==> src/rtl/demux1an_fifo.sv <==
// demux1an_fifo: steers one valid/data stream into N_OUT show-ahead FIFOs,
// one per output lane. Each lane drains independently with its own pop bit.
// Words that cannot be queued (full lane or out-of-range select) are dropped
// and flagged on the sticky err_drop output.
module demux1an_fifo #(
  parameter  int DATA_W = 8,
  parameter  int N_OUT  = 4,
  parameter  int DEPTH  = 4,
  localparam int SEL_W  = (N_OUT > 2) ? $clog2(N_OUT) : 1,
  localparam int CNT_W  = $clog2(DEPTH) + 1
) (
  input  logic                    clk,
  input  logic                    reset,
  input  logic                    valid_in,
  input  logic [SEL_W-1:0]        sel,
  input  logic [DATA_W-1:0]       data_in,
  input  logic                    clear_err,
  input  logic [N_OUT-1:0]        pop,
  output logic                    ready_in,
  output logic [N_OUT-1:0]        valid_out,
  output logic [N_OUT*DATA_W-1:0] data_out,
  output logic [N_OUT-1:0]        full,
  output logic [N_OUT-1:0]        almost_full,
  output logic                    err_drop
);

  localparam int PTR_W = $clog2(DEPTH);

  logic [N_OUT-1:0] sel_hit;
  logic             sel_full;
  logic             push;
  logic             drop;

  // Decode sel into a one-hot lane strobe; an out-of-range sel hits nothing,
  // so ready_in falls to 0 without indexing past the end of full.
  always_comb begin
    sel_hit  = '0;
    sel_full = 1'b0;
    for (int k = 0; k < N_OUT; k++) begin
      if (sel == SEL_W'(k)) begin
        sel_hit[k] = 1'b1;
        sel_full   = full[k];
      end
    end
  end

  // ready_in looks only at registered full: a lane that pops this cycle
  // still refuses a new word (no pop-through).
  assign ready_in = (|sel_hit) & ~sel_full;
  assign push     = valid_in & ready_in;
  assign drop     = valid_in & ~ready_in;

  // Sticky drop flag; a drop in the same cycle as clear_err keeps it set.
  always_ff @(posedge clk or posedge reset) begin
    if (reset) begin
      err_drop <= 1'b0;
    end else if (drop) begin
      err_drop <= 1'b1;
    end else if (clear_err) begin
      err_drop <= 1'b0;
    end
  end

  genvar gi;
  generate
    for (gi = 0; gi < N_OUT; gi++) begin : g_lane
      logic [DATA_W-1:0] mem [DEPTH];
      logic [PTR_W-1:0]  wr_ptr_reg;
      logic [PTR_W-1:0]  rd_ptr_reg;
      logic [CNT_W-1:0]  cnt_reg;
      logic              push_k;
      logic              pop_k;

      assign push_k = push & sel_hit[gi];
      assign pop_k  = pop[gi] & valid_out[gi];

      // Storage write; contents need no reset because cnt gates visibility.
      always_ff @(posedge clk) begin
        if (push_k) begin
          mem[wr_ptr_reg] <= data_in;
        end
      end

      // Pointer and occupancy update; push and pop together leave cnt alone.
      always_ff @(posedge clk or posedge reset) begin
        if (reset) begin
          wr_ptr_reg <= '0;
          rd_ptr_reg <= '0;
          cnt_reg    <= '0;
        end else begin
          if (push_k) wr_ptr_reg <= wr_ptr_reg + 1'b1;
          if (pop_k)  rd_ptr_reg <= rd_ptr_reg + 1'b1;
          case ({push_k, pop_k})
            2'b10:   cnt_reg <= cnt_reg + 1'b1;
            2'b01:   cnt_reg <= cnt_reg - 1'b1;
            default: cnt_reg <= cnt_reg;
          endcase
        end
      end

      // Show-ahead: the head word is read asynchronously so it is visible
      // the cycle after it was pushed; an empty lane shows zeros.
      assign valid_out[gi]                   = (cnt_reg != '0);
      assign full[gi]                        = (cnt_reg == CNT_W'(DEPTH));
      assign almost_full[gi]                 = (cnt_reg >= CNT_W'(DEPTH - 1));
      assign data_out[gi*DATA_W +: DATA_W]   = valid_out[gi] ? mem[rd_ptr_reg] : '0;
    end
  endgenerate

endmodule

==> config.mk <==
export PLATFORM = sky130hd
export DESIGN_NAME = demux1an_fifo
export DESIGN_NICKNAME = d
export VERILOG_FILES = /design/src/rtl/demux1an_fifo.sv
export SDC_FILE = /design/constraint.sdc
export NUM_CORES = 1
export LEC_CHECK = 0
export CORE_ASPECT_RATIO = 1.2
export CORE_MARGIN = 2
export CORE_UTILIZATION = 30
export DETAILED_ROUTE_END_ITERATION = 16
export PLACE_DENSITY = 0.58
export SYNTH_ARGS = -nofsm -noshare
export SYNTH_HDL_FRONTEND = slang
export SYNTH_SLANG_ARGS = --single-unit
==> constraint.sdc <==
create_clock -name clk -period 5.8 [get_ports clk]
set_input_delay 1.45 -clock clk [delete_from_list [all_inputs] [get_ports clk]]
set_output_delay 1.45 -clock clk [all_outputs]
set_load 0.005 [all_outputs]
-- Yosys cells after proc, flatten, opt, wreduce, memory -nomap -nowiden
Memories as Yosys holds them, arrays and structs flattened.
Index checks and enable logic that the tools add are counted.
W data, S select, Z words.
- bits in latches: 0
- memory bits (writable): 128
- register bits after elaboration: 29
- input bits: 18
- memories: 4
- ROM bits: 0
- memories (name ; words ; width ; read ports ; clocked after memory_dff ; write ports ; line ; text):
    g_lane[0].mem ; 4 ; 8 ; 1 ; 0 ; 1 ; 67 ; logic [DATA_W-1:0] mem [DEPTH];
    g_lane[1].mem ; 4 ; 8 ; 1 ; 0 ; 1 ; 67 ;
    g_lane[2].mem ; 4 ; 8 ; 1 ; 0 ; 1 ; 67 ;
    g_lane[3].mem ; 4 ; 8 ; 1 ; 0 ; 1 ; 67 ;
- muxes and demuxes: 26
- shift operators: 0
- order comparisons: 4
- bitwise gates (word level): 13
- $mul: 0
- $add $sub $neg: 16
- divide/modulo/power cells: 0
- reduce and logical (&&, ||, !) cells: 11
- equality and inequality tests: 15
- operators with widths (cell ; count):
    $mux W8 ; 4
    $pmux W3 S2 ; 4
    $mux W1 ; 18
    $add A2 B1 Y2 const B ; 8
    $add A3 B1 Y3 const B ; 4
    $eq A2 B2 Y1 const B ; 6
    $eq A3 B3 Y1 const B ; 4
    $ge A3 B2 Y1 const B ; 4
    $reduce_bool A3 Y1 ; 4
    $sub A3 B1 Y3 const B ; 4
    $and A1 B1 Y1 ; 11
    $eq A2 B1 Y1 const B ; 5
    $reduce_bool A2 Y1 ; 5
    $reduce_or A4 Y1 ; 1
    $logic_not A2 Y1 ; 1
    $not A1 Y1 ; 2

-- Longest topological paths before layout
Gate-level depths: netlist (run 1).
- depth in word-level cells: 11
- gate-level depth with buffers: 10

-- Worst setup path after synthesis (run 1)
No wires, ideal clock.
- path type: input to output
- start point: in sel[0]
- end point: out ready_in
- stages: 3
- arrival: 1.846 ns
- slack: 2.504 ns
- path through: nor2_1 -> a22oi_1 -> a22o_1
- cells in the longest elaborated chain, start to end: 7
- elaborated cells on any way between the ends: 15
- RTL lines (what ; line ; text):
    from (decl) ; 15 ; input logic [SEL_W-1:0] sel,
    $logic_not A2 Y1 ; 40 ; if (sel == SEL_W'(k)) begin
    $mux W1 (4 in series) ; 40 ;
    $not A1 Y1 ; 49 ; assign ready_in = (|sel_hit) & ~sel_full;
    $and A1 B1 Y1 (*) ; 49 ;
    to (decl) ; 19 ; output logic ready_in,
Every way passes the cells marked *; elsewhere a longest branch is shown, timed or not.

-- Worst setup path after layout (run 1)
Ends and elaborated chain as after synthesis.

==> results.txt, run 1 <==
----------------------------------------------------
[Setup path]
  Largest fanout on the critical path ... 6
  Class of the most critical setup path ... input pin to output pin
  Start point of the critical path ... sel[0]
  Required arrival time at the worst endpoint ... 4350 ps
  CP startpoint kind ... input pin
  Setup crit end kind ... output pin
  Worst reg2reg path startpoint ... g_lane[3].cnt_reg[0]
  Signal arrival time at the worst endpoint ... 3130 ps

[Placement]
  Post-DP Area ... 0.00758 mm^2
  DPL Wire Length ... 9120 um
  Final weighted congestion in routability-driven placement ... 0.722
  Setup slack after placement ... 1240 ps
  Number of placed instances, taps included ... 697
  Port buffer count ... 63

[Clocking]
  Num Clock Sinks ... 157
  CTS tree ... done
  Number of H-tree branching levels ... 4
  CTS clk-pin slew, worst paths ... 60 ps
  Buffers from clock root to sink, at most ... 2
  Hold_buf cts ... 0
  Count of cells resized by post-cts repair ... 0
  Number of post-CTS setup repair buffers ... 0
  Number of buffers created by CTS ... 17
  Cell at the root of the clock tree ... sky130_fd_sc_hd__clkbuf_16
  Later-pin clock latency in the skew report ... 420 ps

[Layout]
  Filler instances ... 1,980
  Largest register FFs ... 128
  Proportion of layout cells with a drive suffix above 1 ... 16.9%
  Area growth from synthesis to layout ... 23.3%
  Utilization after layout ... 37.7%
  Diode count ... 0
  Post-route cell area ... 0.00821 mm^2
  Number of standard cells in the layout, taps in and fillers out ... 729
  # nets final ... 484

[Floorplan]
  Num rows ... 59
  Vertical extent of the die ... 167 um
  Boundary pin count ... 64
  Horizontal extent of the die ... 140 um
  Total Die Area ... 0.0234 mm^2
  Placeable core region ... 0.0218 mm^2
  Initial Util ... 30.6%

[GRT]
  Largest net degree at the start of global routing ... 30
  Via count of the first global-routing pass ... 3,643
  Antenna violations before repair ... 0
  Wire length of the first global-routing pass ... 20,900 um
  Aggregate global-route resource usage ... 12.1%
  Sum of overflow across all layers after global routing ... 0

[Worst hold path]
  Worst min-delay path startpoint ... g_lane[2].cnt_reg[2]
  Type of the tightest min-delay check ... flop to flop

[Synth]
  Cell accounting for the most synthesized area ... sky130_fd_sc_hd__edfxtp_1
  Area share of the largest cell type after synthesis ... 57.7%
  Main area contributors after synthesis ... sky130_fd_sc_hd__edfxtp_1 58%, sky130_fd_sc_hd__dfrtp_1 11%, sky130_fd_sc_hd__mux4_2 11%
  Flip-flop and latch count after synthesis ... 157
  Predominant post-synthesis flop cell ... sky130_fd_sc_hd__edfxtp_1
  Combined area of all synthesized cells ... 0.00666 mm^2
  Yosys cell types ... 30
  Avg Cell Area, Syn ... 18.0 um^2
  Sequential cell area fraction in the yosys report ... 68.6%
  Number of enable flip-flop cells after synthesis ... 128
  Post-synth net total ... 413
  Cells after synthesis ... 371
  Synth warn ... 0
  Fraction of synthesis flops using an asynchronous set or reset pin ... 18.5%

[Detailed routing]
  Vias per cell ... 4.51
  Final ANT Viol Nets ... 0
  Number of detailed-route iterations in the first pass ... 10
  Detailed-route via count ... 3,291
  WL/cell ... 18.5 um
  Starting DRT DRC Count ... 210
  DRC viols ... 6
  Total detailed-routing wirelength ... 13,500 um

[STA]
  Clock period minus worst slack ... 4580 ps
  Setup slack after layout ... 1220 ps
  Sum Neg Setup Slack ... 0 ps
  Clock tree skew after final layout ... 8.26 ps
  Final Setup Violations ... 0
  Maximum frequency from static timing analysis ... 218 MHz
  Period utilisation layout ... 79.0%
  Final max-slew violation count ... 0
  Slew Limit Headroom ... 46.9%
  Worst hold slack ... 512 ps
  Number of hold-slack violations in the final timing report ... 0
  Slew at the pin closest to its max-slew limit ... 794 ps
  RSZ-0062 raised after global routing ... false

[Outcome]
  Run status ... finished, violations left
  Failing checks ... design-rule violations

[Power and ir drop]
  Overall Power ... 4.06 mW
  Peak supply drop ... 0.234 mV
  Leak pwr ... 2.89 nW
  Ratio of total power to cell area ... 494 mW/mm^2

[Job]
  Maxcap violations ... 0

----------------------------------------------------
## cell families (layout without fill, tap and decap cells)
kind of cell	Yosys count	count (layout)	synth area share, %
fa+ha+maj	24	24	4.96
mux	36	36	11.4
flops	157	157	68.6
xor+xnor	24	24	3.16
compound gates	12	12	1.26
simple gates	79	79	8.13
buf+inv	39	123	2.44
## cell type report
class	instances	area, um^2	area share [%]
tap	274	343	4.18
inverter	27	101	1.23
timing repair buffer	64	638	7.77
sequential	157	4570	55.7
multi-input combinational	175	1930	23.5
clock buffer	19	433	5.27
clock inverter	13	196	2.39
## cell usage after synthesis, types with 3 or more instances
master	instances
sky130_fd_sc_hd__buf_2	7
sky130_fd_sc_hd__nand2_1	6
sky130_fd_sc_hd__clkbuf_1	4
sky130_fd_sc_hd__dfrtp_1	29
sky130_fd_sc_hd__and2_4	4
sky130_fd_sc_hd__inv_1	27
sky130_fd_sc_hd__edfxtp_1	128
sky130_fd_sc_hd__o21ai_0	5
sky130_fd_sc_hd__and2_1	48
sky130_fd_sc_hd__nor3b_2	4
sky130_fd_sc_hd__or3_1	4
sky130_fd_sc_hd__ha_1	20
sky130_fd_sc_hd__fa_1	4
sky130_fd_sc_hd__mux2i_1	3
sky130_fd_sc_hd__xor2_1	12
sky130_fd_sc_hd__a21o_1	4
sky130_fd_sc_hd__xnor2_1	12
sky130_fd_sc_hd__mux4_2	32
sky130_fd_sc_hd__nor2_1	5
sky130_fd_sc_hd__nand2_2	3
## where the power goes
part	leakage, nW	total [mW]	internal, mW	switching (mW)
combinational	1.09	1.26	0.790	0.474
sequential	1.50	1.61	1.38	0.230
clock	0.302	1.18	0.758	0.426
## placed cells by master, fill, tap and decap left out
| cell type | n |
|---|---|
| sky130_fd_sc_hd__nor4b_4 | 1 |
| sky130_fd_sc_hd__clkbuf_16 | 17 |
| sky130_fd_sc_hd__clkinv_2 | 3 |
| sky130_fd_sc_hd__buf_4 | 1 |
| sky130_fd_sc_hd__clkinv_4 | 1 |
| sky130_fd_sc_hd__a21o_1 | 4 |
| sky130_fd_sc_hd__fa_1 | 4 |
| sky130_fd_sc_hd__xor2_1 | 12 |
| sky130_fd_sc_hd__a22oi_1 | 1 |
| sky130_fd_sc_hd__ha_1 | 20 |
| sky130_fd_sc_hd__o22ai_2 | 1 |
| sky130_fd_sc_hd__mux4_2 | 32 |
| sky130_fd_sc_hd__mux2i_1 | 3 |
| sky130_fd_sc_hd__nor3_2 | 1 |
| sky130_fd_sc_hd__bufinv_16 | 5 |
| sky130_fd_sc_hd__nor4_4 | 1 |
| sky130_fd_sc_hd__and2_4 | 4 |
| sky130_fd_sc_hd__inv_1 | 27 |
| sky130_fd_sc_hd__or3_1 | 4 |
| sky130_fd_sc_hd__clkdlybuf4s50_1 | 63 |
| sky130_fd_sc_hd__o21ai_0 | 5 |
| sky130_fd_sc_hd__dfrtp_1 | 29 |
| sky130_fd_sc_hd__nand2_2 | 3 |
| sky130_fd_sc_hd__mux2_1 | 1 |
| sky130_fd_sc_hd__nor2b_1 | 1 |
| sky130_fd_sc_hd__and2b_4 | 1 |
| sky130_fd_sc_hd__clkbuf_1 | 2 |
| sky130_fd_sc_hd__and2_1 | 48 |
| sky130_fd_sc_hd__clkinv_1 | 2 |
| sky130_fd_sc_hd__xnor2_1 | 12 |
| sky130_fd_sc_hd__nand2_1 | 6 |
| sky130_fd_sc_hd__nor2_1 | 5 |
| sky130_fd_sc_hd__a22o_1 | 1 |
| sky130_fd_sc_hd__edfxtp_1 | 128 |
| sky130_fd_sc_hd__clkinvlp_4 | 2 |
| sky130_fd_sc_hd__nor3b_2 | 4 |
## worst paths after layout
kind | end | slack [ps] | depth (start not counted)
min in group asynchronous | g_lane[3].cnt_reg[1] | 1410 | 3
worst max register to register | g_lane[3].cnt_reg[2] | 3390 | 10
max in group asynchronous | g_lane[1].cnt_reg[0] | 4080 | 3
worst min register to register | g_lane[2].cnt_reg[2] | 510 | 1
worst max-delay path | ready_in | 1220 | 5
worst min-delay path | g_lane[2].cnt_reg[2] | 510 | 1
## layer usage
layer  vias up  global-route usage (%)  share of wire [%]
met1      1700                    15.1                 44
met2        72                    20.7                 51
li1       1505                       -                  -
met5         -                       0                  0
met4         0                    4.08                1.3
met3        14                    3.17                3.8
## worst max-delay path: stages
cell and delay, ps:
sky130_fd_sc_hd__clkdlybuf4s50_1 680, sky130_fd_sc_hd__nor2_1 90, sky130_fd_sc_hd__a22oi_1 180, sky130_fd_sc_hd__a22o_1 210
sky130_fd_sc_hd__clkdlybuf4s50_1 510
Note: power is estimated with default switching activity, not from simulation.
==> inputs of run 2 (changes only) <==
- PLACE_DENSITY: 0.58 -> 0.6
- clock period: 5.8 -> 3.96 ns (I/O delays scaled with it)
==> run 2 against run 1 <==
  * The run still ends with design-rule violations left
  * Design area fell by 0.40%
  * Clock skew shrank 0.87 ps
  * Die area is the same
  * Sequential power increased by 46%
  * Global-route usage is 0.34 points higher
  * Routed wire length about the same
  * Register-to-register slack got worse by 1800 ps
  * Sequential share of layout area is 0.22 points higher
  * Utilization is 0.15 points lower
  * Critical endpoint unchanged
  * Largest power group unchanged
==> results.txt, run 2 (same netlist as run 1, synthesis figures left out) <==
----------------------------------------------------
[Clocking]
  CTS tree ... done
  Number of buffers created by CTS ... 17
  Buffers from clock root to sink, at most ... 2
  Cell at the root of the clock tree ... sky130_fd_sc_hd__clkbuf_16
  Hold_buf cts ... 0
  CTS clk-pin slew, worst paths ... 60 ps
  Num Clock Sinks ... 157
  Number of H-tree branching levels ... 4
  Number of post-CTS setup repair buffers ... 0
  Count of cells resized by post-cts repair ... 0
  Later-pin clock latency in the skew report ... 430 ps

[GRT]
  Antenna violations before repair ... 0
  Largest net degree at the start of global routing ... 30
  Sum of overflow across all layers after global routing ... 0
  Wire length of the first global-routing pass ... 21,400 um
  Aggregate global-route resource usage ... 12.5%
  Via count of the first global-routing pass ... 3,571

[Detailed routing]
  Starting DRT DRC Count ... 267
  Number of detailed-route iterations in the first pass ... 13
  Detailed-route via count ... 3,285
  Vias per cell ... 4.49
  DRC viols ... 3
  WL/cell ... 18.5 um
  Final ANT Viol Nets ... 0
  Total detailed-routing wirelength ... 13,500 um

[Layout]
  Diode count ... 0
  # nets final ... 486
  Number of standard cells in the layout, taps in and fillers out ... 731
  Area growth from synthesis to layout ... 22.8%
  Largest register FFs ... 128
  Proportion of layout cells with a drive suffix above 1 ... 17.5%
  Most common library cell in the layout ignoring fill and taps ... sky130_fd_sc_hd__edfxtp_1
  Commonest cells after routing, fill and taps aside ... 128 x sky130_fd_sc_hd__edfxtp_1, 63 x sky130_fd_sc_hd__clkdlybuf4s50_1, 48 x sky130_fd_sc_hd__and2_1, 32 x sky130_fd_sc_hd__mux4_2, 29 x sky130_fd_sc_hd__dfrtp_1
  Filler instances ... 1,997

[STA]
  Period utilisation layout ... 91.0%
  RSZ-0062 raised after global routing ... false
  Sum Neg Setup Slack ... 0 ps
  Number of hold-slack violations in the final timing report ... 0
  Final Setup Violations ... 0
  Worst hold slack ... 512 ps
  Slew at the pin closest to its max-slew limit ... 742 ps
  Slew Limit Headroom ... 50.4%
  Clock period minus worst slack ... 3600 ps
  Clock tree skew after final layout ... 7.39 ps
  Final max-slew violation count ... 0
  Maximum frequency from static timing analysis ... 278 MHz

[Power and ir drop]
  Proportion of total power due to net switching ... 28.0%
  Peak supply drop ... 0.220 mV
  Ratio of total power to cell area ... 709 mW/mm^2
  Overall Power ... 5.80 mW
  Combinational cell fraction of total power ... 32.0%
  Cell-internal power ... 4.17 mW
  Sequential group share of total power ... 40.5%
  Leak pwr ... 2.90 nW
  Proportion of power drawn by the clock network ... 27.5%
  Psw ... 1.63 mW

[Placement]
  Final weighted congestion in routability-driven placement ... 0.726
  Number of placed instances, taps included ... 699
  Port buffer count ... 63
  DPL Wire Length ... 8950 um

[Setup path]
  Number of cells on the worst reg-to-reg path ... 10
  Class of the most critical setup path ... input pin to output pin
  Worst setup path end ... ready_in
  Setup crit end kind ... output pin
  Cells along the critical path ... clkdlybuf4s50_1, nor2_1, a22oi_1, a22o_1, clkdlybuf4s50_1
  Start point of the critical path ... sel[0]
  Required arrival time at the worst endpoint ... 2970 ps
  CP startpoint kind ... input pin
  Cell with the largest stage delay on the worst path ... sky130_fd_sc_hd__clkdlybuf4s50_1
  Signal arrival time at the worst endpoint ... 2610 ps
  Crit path depth ... 5
  Largest fanout on the critical path ... 6
  Worst reg2reg path startpoint ... g_lane[3].cnt_reg[0]
  Slack of the worst reg-to-reg path ... 1560 ps
  CP most frequent cell ... sky130_fd_sc_hd__clkdlybuf4s50_1
  Largest delay contributor family on the critical path ... buffers and inverters
  Buffering stage count on the worst path with inverters included ... 2
  Largest incremental delay on the critical path ... 650 ps
  Endpoint of the worst register-to-register path ... g_lane[3].cnt_reg[2]

[Floorplan]
  Total Die Area ... 0.0234 mm^2
  Num rows ... 59
  Placeable core region ... 0.0218 mm^2
  Boundary pin count ... 64
  Vertical extent of the die ... 167 um
  Horizontal extent of the die ... 140 um
  Initial Util ... 30.6%

[Outcome]
  Run status ... finished, violations left
  Failing checks ... design-rule violations

[Worst hold path]
  Type of the tightest min-delay check ... flop to flop

[Job]
  Maxcap violations ... 0

----------------------------------------------------
[run 2: power by group through the flow]
stage	registers (mW)	clock network (mW)	logic, mW
after detailed placement	2.39	0	1.89
after CTS	2.36	1.62	1.91
after global placement	2.37	0	1.85
final	2.35	1.59	1.85
after global routing	2.41	1.70	2.07
after floorplan	2.16	0	1.22
[run 2: worst reg2reg max path, cell delays in order (launching register included)]
cell	delay (ps)
sky130_fd_sc_hd__dfrtp_1	430
sky130_fd_sc_hd__nor3b_2	420
sky130_fd_sc_hd__nor2b_1	120
sky130_fd_sc_hd__and2b_4	220
sky130_fd_sc_hd__inv_1	90
sky130_fd_sc_hd__ha_1	190
sky130_fd_sc_hd__inv_1	60
sky130_fd_sc_hd__fa_1	370
sky130_fd_sc_hd__xor2_1	150
sky130_fd_sc_hd__nor2_1	120
sky130_fd_sc_hd__xor2_1	150
[run 2: how the worst min path moves through the flow]
stage / startpoint / to / slack, ps / depth (start not counted)
3_5_place_dp: g_lane[3].cnt_reg[2] / g_lane[3].cnt_reg[2] / 500 / 1
2_1_floorplan: g_lane[2].cnt_reg[2] / g_lane[2].cnt_reg[2] / 470 / 1
4_1_cts: g_lane[3].cnt_reg[2] / g_lane[3].cnt_reg[2] / 510 / 1
3_3_place_gp: g_lane[2].cnt_reg[2] / g_lane[2].cnt_reg[2] / 480 / 1
6_report: g_lane[1].cnt_reg[2] / g_lane[1].cnt_reg[2] / 510 / 1
5_1_grt: g_lane[2].cnt_reg[2] / g_lane[2].cnt_reg[2] / 540 / 1
[run 2: metal layers]
metal	vias to the layer above	track usage, %	part of all wire [%]
met5	-	0	0
met4	0	4.66	1.5
met3	20	3.95	4.7
met2	74	20.4	50
met1	1680	15.6	43
li1	1511	-	-
[run 2: metrics by stage]
stage / cell area [um^2] / util, % / worst slack, ps
5_1_grt: 8180 / 37.5 / 258
4_1_cts: 8180 / 37.5 / 359
3_3_place_gp: 7590 / 34.9 / 382
6_report: 8180 / 37.5 / 357
2_1_floorplan: 6660 / - / 1580
3_5_place_dp: 7590 / 34.9 / 375
[run 2: layout make-up]
class / instances / area, um^2 / area share (%)
clock buffers: 24 / 492 / 6.01
clock inverters: 8 / 90.1 / 1.10
inverters: 27 / 101 / 1.24
multi-input cells: 175 / 1930 / 23.6
flip-flops and latches: 157 / 4570 / 55.9
well taps: 274 / 343 / 4.19
repair buffers: 66 / 653 / 7.99
==> inputs of run 3 (changes only) <==
- ABC_CLOCK_PERIOD_IN_PS: unset -> 3960
==> results of run 3 <==
The final DEF is identical to that of run 2; final timing and power are the same.
